<file path="config.mk">
export PLATFORM = sky130hd
export DESIGN_NAME = multicycle_controlunit
export DESIGN_NICKNAME = d
export VERILOG_FILES = /design/src/rtl/mc_ctrl_pkg.sv /design/src/rtl/mc_decode.sv /design/src/rtl/multicycle_controlunit.sv
export SDC_FILE = /design/constraint.sdc
export NUM_CORES = 1
export LEC_CHECK = 0
export CAP_MARGIN = 20
export CORE_MARGIN = 10
export CORE_UTILIZATION = 48
export CTS_BUF_LIST = sky130_fd_sc_hd__clkbuf_4 sky130_fd_sc_hd__clkbuf_8 sky130_fd_sc_hd__clkbuf_16
export DETAILED_ROUTE_END_ITERATION = 8
export GPL_TIMING_DRIVEN = 0
export PLACE_DENSITY = 0.79
export SETUP_SLACK_MARGIN = 0.3
export SLEW_MARGIN = 20
export SYNTH_ARGS = -nofsm -noshare
export SYNTH_HDL_FRONTEND = slang
export SYNTH_SLANG_ARGS = --single-unit
</file>
<file path="constraint.sdc">
create_clock -name clk -period 2.3 [get_ports clk]
set_clock_uncertainty 0.05 [all_clocks]
set_input_delay 0.46 -clock clk [delete_from_list [all_inputs] [get_ports clk]]
set_output_delay 0.46 -clock clk [all_outputs]
set_load 0.01 [all_outputs]
</file>
<file path="src/rtl/mc_ctrl_pkg.sv">
// Shared opcode, ALU-code, state and decoded-control definitions for the
// multi-cycle accumulator/register-file CPU control unit.
package mc_ctrl_pkg;

    localparam logic [2:0] OP_ACM  = 3'b000;
    localparam logic [2:0] OP_ACMI = 3'b001;
    localparam logic [2:0] OP_ADD  = 3'b010;
    localparam logic [2:0] OP_NAND = 3'b011;
    localparam logic [2:0] OP_BNZ  = 3'b100;
    localparam logic [2:0] OP_SLT  = 3'b101;
    localparam logic [2:0] OP_SW   = 3'b110;
    localparam logic [2:0] OP_LW   = 3'b111;

    localparam logic [1:0] ALU_ADD  = 2'b00;
    localparam logic [1:0] ALU_NAND = 2'b01;
    localparam logic [1:0] ALU_NZ   = 2'b10;
    localparam logic [1:0] ALU_LT   = 2'b11;

    typedef enum logic [2:0] {
        S_IDLE   = 3'd0,
        S_FETCH  = 3'd1,
        S_DECODE = 3'd2,
        S_EXEC   = 3'd3,
        S_MEM    = 3'd4,
        S_WB     = 3'd5
    } state_t;

    // Which write strobe an EXEC-class instruction fires.
    typedef enum logic [1:0] {
        WC_NONE = 2'd0,
        WC_ACC  = 2'd1,
        WC_REG  = 2'd2,
        WC_BR   = 2'd3
    } wr_class_t;

    typedef struct packed {
        logic [1:0] cntr_alu;
        logic       selAluIn;
        logic       lw;
        logic       selAccIn;
        logic       selMemIn;
        logic       is_mem;
        logic       is_store;
        wr_class_t  wr_class;
    } dec_t;

endpackage

</file>
<file path="src/rtl/mc_decode.sv">
// Combinational opcode decoder: every field is defined for all eight opcodes,
// with fields an opcode does not use held at zero.
module mc_decode
    import mc_ctrl_pkg::*;
(
    input  logic [2:0] i_opcode,
    output dec_t       o_dec
);

    always_comb begin
        o_dec = '0;
        case (i_opcode)
            OP_ACM: begin
                o_dec.wr_class = WC_ACC;
            end
            OP_ACMI: begin
                o_dec.selAccIn = 1'b1;
                o_dec.wr_class = WC_ACC;
            end
            OP_ADD: begin
                o_dec.cntr_alu = ALU_ADD;
                o_dec.selAluIn = 1'b1;
                o_dec.wr_class = WC_REG;
            end
            OP_NAND: begin
                o_dec.cntr_alu = ALU_NAND;
                o_dec.selAluIn = 1'b1;
                o_dec.wr_class = WC_REG;
            end
            OP_BNZ: begin
                o_dec.cntr_alu = ALU_NZ;
                o_dec.wr_class = WC_BR;
            end
            OP_SLT: begin
                o_dec.cntr_alu = ALU_LT;
                o_dec.selAluIn = 1'b1;
                o_dec.wr_class = WC_REG;
            end
            OP_SW: begin
                o_dec.selMemIn = 1'b1;
                o_dec.is_mem   = 1'b1;
                o_dec.is_store = 1'b1;
            end
            OP_LW: begin
                o_dec.lw       = 1'b1;
                o_dec.selMemIn = 1'b1;
                o_dec.is_mem   = 1'b1;
            end
        endcase
    end

endmodule

</file>
<file path="src/rtl/multicycle_controlunit.sv">
// Multi-cycle control unit: IDLE/FETCH/DECODE/EXEC/MEM/WB sequencing with a
// valid/ready fetch handshake and a bounded wait on data-memory ready.
module multicycle_controlunit
    import mc_ctrl_pkg::*;
#(
    parameter int INST_W      = 8,
    parameter int MEM_TIMEOUT = 15,
    parameter int CNT_W       = $clog2(MEM_TIMEOUT + 1)
) (
    input  logic              clk,
    input  logic              rst,
    input  logic              inst_valid,
    input  logic [INST_W-1:0] instruction,
    output logic              inst_ready,
    input  logic              mem_ready,
    output logic [INST_W-4:0] operand,
    output logic [1:0]        cntr_alu,
    output logic              selAluIn,
    output logic              lw,
    output logic              selAccIn,
    output logic              selMemIn,
    output logic              regWE,
    output logic              memWE,
    output logic              accWE,
    output logic              brnch,
    output logic              pc_en,
    output logic              err,
    output logic              busy
);

    localparam logic [CNT_W-1:0] LP_CNT_LAST = CNT_W'(MEM_TIMEOUT - 1);

    state_t            r_state;
    logic [INST_W-1:0] r_ir;
    logic [CNT_W-1:0]  r_cnt;
    dec_t              r_dec;
    dec_t              w_dec;
    logic              w_cnt_last;

    mc_decode u_decode (
        .i_opcode (r_ir[INST_W-1 -: 3]),
        .o_dec    (w_dec)
    );

    assign w_cnt_last = (r_cnt == LP_CNT_LAST);

    always_ff @(posedge clk or posedge rst) begin
        if (rst) begin
            r_state <= S_IDLE;
            r_ir    <= '0;
            r_cnt   <= '0;
            r_dec   <= '0;
        end else begin
            case (r_state)
                S_IDLE: r_state <= S_FETCH;
                S_FETCH: begin
                    if (inst_valid) begin
                        r_ir    <= instruction;
                        r_state <= S_DECODE;
                    end
                end
                S_DECODE: begin
                    r_dec   <= w_dec;
                    r_cnt   <= '0;
                    r_state <= w_dec.is_mem ? S_MEM : S_EXEC;
                end
                S_EXEC: r_state <= S_FETCH;
                S_MEM: begin
                    // Ready on the last allowed cycle still counts as success.
                    if (mem_ready) begin
                        r_state <= (r_dec.is_mem && !r_dec.is_store) ? S_WB : S_FETCH;
                    end else if (w_cnt_last) begin
                        r_state <= S_FETCH;
                    end else begin
                        r_cnt <= r_cnt + 1'b1;
                    end
                end
                S_WB: r_state <= S_FETCH;
                default: r_state <= S_IDLE;
            endcase
        end
    end

    always_comb begin
        inst_ready = (r_state == S_FETCH);
        busy       = !(r_state == S_IDLE || r_state == S_FETCH);
        regWE      = 1'b0;
        memWE      = 1'b0;
        accWE      = 1'b0;
        brnch      = 1'b0;
        pc_en      = 1'b0;
        err        = 1'b0;
        case (r_state)
            S_EXEC: begin
                pc_en = 1'b1;
                accWE = (r_dec.wr_class == WC_ACC);
                regWE = (r_dec.wr_class == WC_REG);
                brnch = (r_dec.wr_class == WC_BR);
            end
            S_MEM: begin
                // A store abandoned by timeout does not write on the abort cycle.
                memWE = r_dec.is_store && (mem_ready || !w_cnt_last);
                pc_en = r_dec.is_store && mem_ready;
                err   = !mem_ready && w_cnt_last;
            end
            S_WB: begin
                regWE = 1'b1;
                pc_en = 1'b1;
            end
            default: ;
        endcase
    end

    assign operand  = r_ir[INST_W-4:0];
    assign cntr_alu = r_dec.cntr_alu;
    assign selAluIn = r_dec.selAluIn;
    assign lw       = r_dec.lw;
    assign selAccIn = r_dec.selAccIn;
    assign selMemIn = r_dec.selMemIn;

endmodule

</file>
==> impl_metrics.ini, run 1 <==
[synthesis]
synth_edf_count = 0
ys_types = 36
synthSimpleGateAreaFrac_pct = 17.2
synth-compound-area-share_pct = 14.7
ys_warn_count = 0
synthAdderAreaFrac_pct = 2.04
synthDominantCellAreaShare_pct = 49.0
synthTopCellsByArea = dfrtp_1, mux2_2, buf_4
synthArstFlopShare_pct = 100
syn-num-nets = 132
synthesis.area_um2 = 1220
ys_ff_latch = 24
synth_top_family_by_area = simple AND/OR/NAND/NOR gates
synth_xor_area_share_pct = 1.33
avgSynthCellArea_um2 = 10.4
yosysTopAreaCell = dfrtp_1
synthMuxAreaShare_pct = 6.44
synthFlopType = dfrtp_1
netlist_instances = 118
synth_seq_area_share_pct = 49.0

[global_route]
grt_start_max_net_pins = 25
antenna_found_initial = 0
grt.overflow.total = 0
grt_pass1_vias = 997
grt_usage_pct = 10.9
grt_pass1_wl_mm = 4.55

[clock_tree]
clkTransAtPathRegs_ns = 0.14
clockBufferDepth = 2
clock_latency_ns = 0.32
cts_tree = built
clock-sinks = 24
cts_made_buffers = 3
root_buffer = clkbuf_4
htree_levels = 1

[setup_path]
startpoint = r_state[1]$_DFFE_PP0P_
endpoint_kind = primary output
r2r_cells = 7
cp.required_ns = 1.79
reg2reg_to = r_cnt[3]$_DFFE_PP0P_
arrival_ns = 1.44
r2r_slack_ns = 0.50
crit_type = flip-flop to primary output
startpoint_type = flip-flop
setup.worst_path.end = err
cp_max_fo = 10
r2r_start = r_cnt[1]$_DFFE_PP0P_

[detailed_routing]
viasPerCell = 5.34
dr.first_iter.drc_count = 35
wirelength_mm = 2.75
detail_route.wl_per_cell_um = 14.8
first_pass_iters = 4
drc = 0
ant_nets = 0
vias = 994

[die]
core-area_um2 = 2450
rows = 18
start_util_pct = 49.9
die_h_um = 70.5
ios = 31
die_w_um = 70.5
die_area_um2 = 4970

[final_layout]
synthToLayoutAreaGrowth_pct = 35.5
layout_common_cells = dfrtp_1, clkdlybuf4s50_1, nand2_1, buf_4, o21ai_0
fin_area_um2 = 1660
antenna_cells = 0
final_core_util_pct = 67.6
final_common_cell = dfrtp_1
drive_above_1_share_pct = 27.6
fin_nets = 171

[timing]
fin_setup_tns_ns = 0
finalHoldViolCount = 0
max_freq_mhz = 512
finalSetupViolations = 0
final_max_slew_viol_count = 0
rsz0062_at_grt = yes
slew_headroom_pct = 39.0
tightest_slew_ns = 0.913
hold_slack_ns = 0.448
fin_crit_ns = 1.95
fin_crit_sh_pct = 84.9

[hold_path]
whs_path_depth = 2
hold_path_class = flip-flop to flip-flop

[power]
p_per_area_nw_per_um2 = 1160
total_power_w = 0.00192
irDropWorstVdd_uv = 875
p_leak_nw = 0.740

[placed_design]
dpl.hpwl_mm = 2.08
postPlaceCellArea_um2 = 1560
io_buffers = 30
gp_congestion = 0.796

[job]
max_cap_viol_count = 0

[run_status]
status = complete, no violations
power by group:
group	switching [W]	leakage (nW)	total [W]	internal (W)
logic	0.000393	0.406	0.000922	0.000529
registers	0.000120	0.306	0.000691	0.000570
clock network	0.000135	0.0279	0.000311	0.000176
total	0.000648	0.740	0.00192	0.00128
layer usage:
| metal | vias to the layer above | global-route usage, % | wire, µm |
|---|---|---|---|
| li1 | 480 | - | - |
| met1 | 481 | 11.7 | 1170 |
| met5 | - | 0 | 0 |
| met3 | 5 | 4.94 | 206 |
| met4 | 0 | 3.95 | 38 |
| met2 | 28 | 18.5 | 1340 |
area by class of cell:
| cell class | count | area (µm²) |
|---|---|---|
| multi-input combinational | 75 | 552 |
| clock buffer | 3 | 22.5 |
| buffer | 13 | 96.3 |
| timing repair buffer | 34 | 299 |
| sequential | 24 | 601 |
| fill | 197 | 795 |
| clock inverter | 1 | 30.0 |
| tap | 30 | 37.5 |
| inverter | 6 | 22.5 |
registers in the layout, indices dropped and copies added, names as in the netlist:
register	flops
selAluIn	1
selMemIn	1
lw	1
r_state	3
selAccIn	1
r_dec	3
cntr_alu	2
r_cnt	4
r_ir	8
worst max-delay path: stages (launching register included):
cell and delay, ns:
dfrtp_1 0.41, buf_6 0.14, nand2b_4 0.17, nor4_2 0.21, buf_2 0.17
kinds of logic (layout without fill, tap and decap cells):
group,after synthesis,count (layout)
flip-flops,24,24
AND/OR/NAND/NOR,38,38
adder cells (fa/ha/maj),2,2
AO/OA/AOI/OAI,27,27
XOR/XNOR,1,1
multiplexers,7,7
buffers and inverters,19,57
worst min path at each step:
stage / startpoint / to / slack (ns)
2_1_floorplan: cntr_alu[1]$_DFFE_PP0P_ / cntr_alu[1]$_DFFE_PP0P_ / 0.40
3_3_place_gp: selAccIn$_DFFE_PP0P_ / selAccIn$_DFFE_PP0P_ / 0.41
3_5_place_dp: cntr_alu[1]$_DFFE_PP0P_ / cntr_alu[1]$_DFFE_PP0P_ / 0.42
4_1_cts: cntr_alu[1]$_DFFE_PP0P_ / cntr_alu[1]$_DFFE_PP0P_ / 0.45
5_1_grt: selAluIn$_DFFE_PP0P_ / selAluIn$_DFFE_PP0P_ / 0.47
6_report: lw$_DFFE_PP0P_ / lw$_DFFE_PP0P_ / 0.45
stage by stage:
| step | setup WS (ns) | instances |
|---|---|---|
| 3_5_place_dp | -0.108 | 178 |
| 3_3_place_gp | -0.101 | 178 |
| 4_1_cts | 0.166 | 184 |
| 6_report | 0.348 | 186 |
| 5_1_grt | 0.279 | 186 |
| 2_1_floorplan | 0.606 | 118 |
cells in the mapped netlist (all sizes together) (2+ instances only):
library cell / instances
nand2b: 4
nand3b: 4
nor3b: 2
buf: 11
a21oi: 2
o31ai: 2
or3: 2
inv: 6
clkbuf: 2
a31oi: 2
a21boi: 3
nor2: 4
a21o: 2
ha: 2
o21ai: 9
nand2: 13
nand3: 3
mux2: 7
dfrtp: 24
nand4b: 2
timing repair:
| item | 4_1_cts | 5_1_grt |
|---|---|---|
| setup buffers | 2 | 2 |
| hold buffers | 0 | 0 |
| resized for setup | 30 | 14 |
| cloned | 0 | 0 |
| endpoints found under the setup margin | 8 | 8 |
| pin swaps | 0 | 2 |
No activity file was read; power rests on OpenSTA's default activity.
==> inputs of run 2 (changes only) <==
Clock period 2.3 ns to 2 ns, I/O delays scaled along.
==> run 2 against run 1 <==
- global-route usage rose by 0.57 points
- clock power is 14% higher
- die area unchanged
- critical path depth grew 1
- count of clock-buffer cells in the layout did not move
- utilization up 2.7 points
- combinational power up 17%
- power rose by 16%
- sequential power increased by 16%
- critical endpoint is now memWE
- largest cell class unchanged
==> impl_metrics.ini, run 2 (synthesized netlist as in run 1, its figures left out) <==
[clock_tree]
htree_levels = 1
cts_made_buffers = 3
root_buffer = clkbuf_4
clkTransAtPathRegs_ns = 0.13
cts_tree = built
clock_latency_ns = 0.32
clock-sinks = 24
cts_hold_buf = 0
clockBufferDepth = 2

[placed_design]
io_buffers = 30
placed_cells = 178
gp_congestion = 0.796
dpl.hpwl_mm = 2.08

[setup_path]
r2r_start = r_cnt[1]$_DFFE_PP0P_
endpoint_kind = primary output
critPathBufInv = 2
reg2reg_to = r_cnt[2]$_DFFE_PP0P_
r2r_slack_ns = 0.24
crit_family = flip-flops
slowest_stage = dfrtp_1
cp.required_ns = 1.55
path_cells = inv_1, ha_2, nand3_2, o211a_1, buf_6
crit_type = flip-flop to primary output
cp_max_fo = 2
max_stage_delay_ns = 0.41
startpoint_type = flip-flop
arrival_ns = 1.43
r2r_cells = 7

[detailed_routing]
ant_nets = 0
drc = 0
wirelength_mm = 2.93
vias = 1027
first_pass_iters = 4
detail_route.wl_per_cell_um = 15.2
dr.first_iter.drc_count = 47
viasPerCell = 5.32

[final_layout]
fin_nets = 178
antenna_cells = 0
fillers = 187
drive_above_1_share_pct = 32.5
largest_reg_flops = 8
synthToLayoutAreaGrowth_pct = 40.9
post_layout_nonfiller_instances = 193
regMostFlops = r_ir
layout_common_cells = dfrtp_1, buf_4, nand2_1, clkdlybuf4s50_1, dlygate4sd2_1
reg_top3 = r_ir: 8 flops, r_cnt: 4 flops
final_core_util_pct = 70.3
final_common_cell = dfrtp_1

[timing]
rsz0062_at_grt = yes
slew_headroom_pct = 39.2
fin_crit_sh_pct = 94.0
final_max_slew_viol_count = 0
finalSetupViolations = 0
tightest_slew_ns = 0.911
max_freq_mhz = 532
hold_slack_ns = 0.442
fin_crit_ns = 1.88
finalHoldViolCount = 0

[hold_path]
whs_path_depth = 2
hp-start = selAccIn$_DFFE_PP0P_
hold_end = selAccIn$_DFFE_PP0P_
hold_path_class = flip-flop to flip-flop

[die]
rows = 18
die_area_um2 = 4970
core-area_um2 = 2450
ios = 31
die_w_um = 70.5
die_h_um = 70.5
start_util_pct = 49.9

[global_route]
antenna_found_initial = 0
grt_pass1_vias = 1036
grt_usage_pct = 11.5
grt_start_max_net_pins = 25
grt.overflow.total = 0
grt_pass1_wl_mm = 4.77

[power]
irDropWorstVdd_uv = 1020
total_power_w = 0.00223
p_per_area_nw_per_um2 = 1290
p_leak_nw = 0.839

[job]
max_cap_viol_count = 0

[run_status]
status = complete, no violations
## run 2: changes by cell type in the layout (fill, tap and decap cells not counted), sizes merged
cell,previous run,this run
clkbuf,5,4
dlymetal6s2s,0,2
buf,21,31
clkdlybuf4s15,2,0
clkdlybuf4s50,21,10
dlygate4sd2,1,10
## run 2: area by class of cell
cell class | instances | area [µm²] | area share (%)
Buffer | 13 | 96.3 | 5.58
Clock buffer | 3 | 22.5 | 1.31
Clock inverter | 1 | 30.0 | 1.74
Inverter | 6 | 22.5 | 1.31
Multi-Input combinational cell | 75 | 568 | 32.9
Sequential cell | 24 | 601 | 34.8
Tap cell | 30 | 37.5 | 2.18
Timing Repair Buffer | 41 | 348 | 20.2
## run 2: worst reg2reg max path, delay by kind of cell (launching register included)
kind / cells / cell delay [ns]
simple gates: 3 / 0.63
compound gates: 1 / 0.15
buf+inv: 2 / 0.26
flops: 1 / 0.43
fa+ha+maj: 1 / 0.19
## run 2: worst max-delay path by stage
stage / startpoint / to / slack (ns) / cells past startpoint
final: r_cnt[0]$_DFFE_PP0P_ / memWE / 0.12 / 5
after global routing: r_state[1]$_DFFE_PP0P_ / err / 0.05 / 4
after CTS: r_state[1]$_DFFE_PP0P_ / err / 0.11 / 4
after detailed placement: mem_ready / pc_en / -0.29 / 4
after global placement: mem_ready / pc_en / -0.28 / 4
after floorplan: r_state[1]$_DFFE_PP0P_ / r_ir[0]$_DFFE_PP0P_ / 0.31 / 5
## run 2: per-stage QoR
step           cell area (µm²)  setup TNS [ns]  setup slack, ns
3_5_place_dp              1560          -0.679           -0.288
4_1_cts                   1680               0            0.111
3_3_place_gp              1560          -0.605           -0.281
5_1_grt                   1730               0           0.0511
2_1_floorplan             1220               0            0.306
6_report                  1730               0            0.121
## run 2: where the power goes
| part | internal, W | total, W | switching [W] | leakage (nW) |
|---|---|---|---|---|
| clock network | 0.000203 | 0.000354 | 0.000152 | 0.0279 |
| registers | 0.000656 | 0.000799 | 0.000143 | 0.306 |
| logic | 0.000604 | 0.00108 | 0.000474 | 0.505 |
| total | 0.00146 | 0.00223 | 0.000768 | 0.839 |
## run 2: timing repair
action	in CTS	in global routing
resized for setup	56	10
setup buffers	8	3
gates cloned	0	0
pin swaps	3	5
endpoints found under the setup margin	17	13
## run 2: metal layers
layer	up-vias	wire length, µm	track usage (%)
met4	0	25	4.17
met3	4	200	4.24
met1	503	1210	12.5
met2	29	1500	19.9
met5	-	0	0
li1	491	-	-
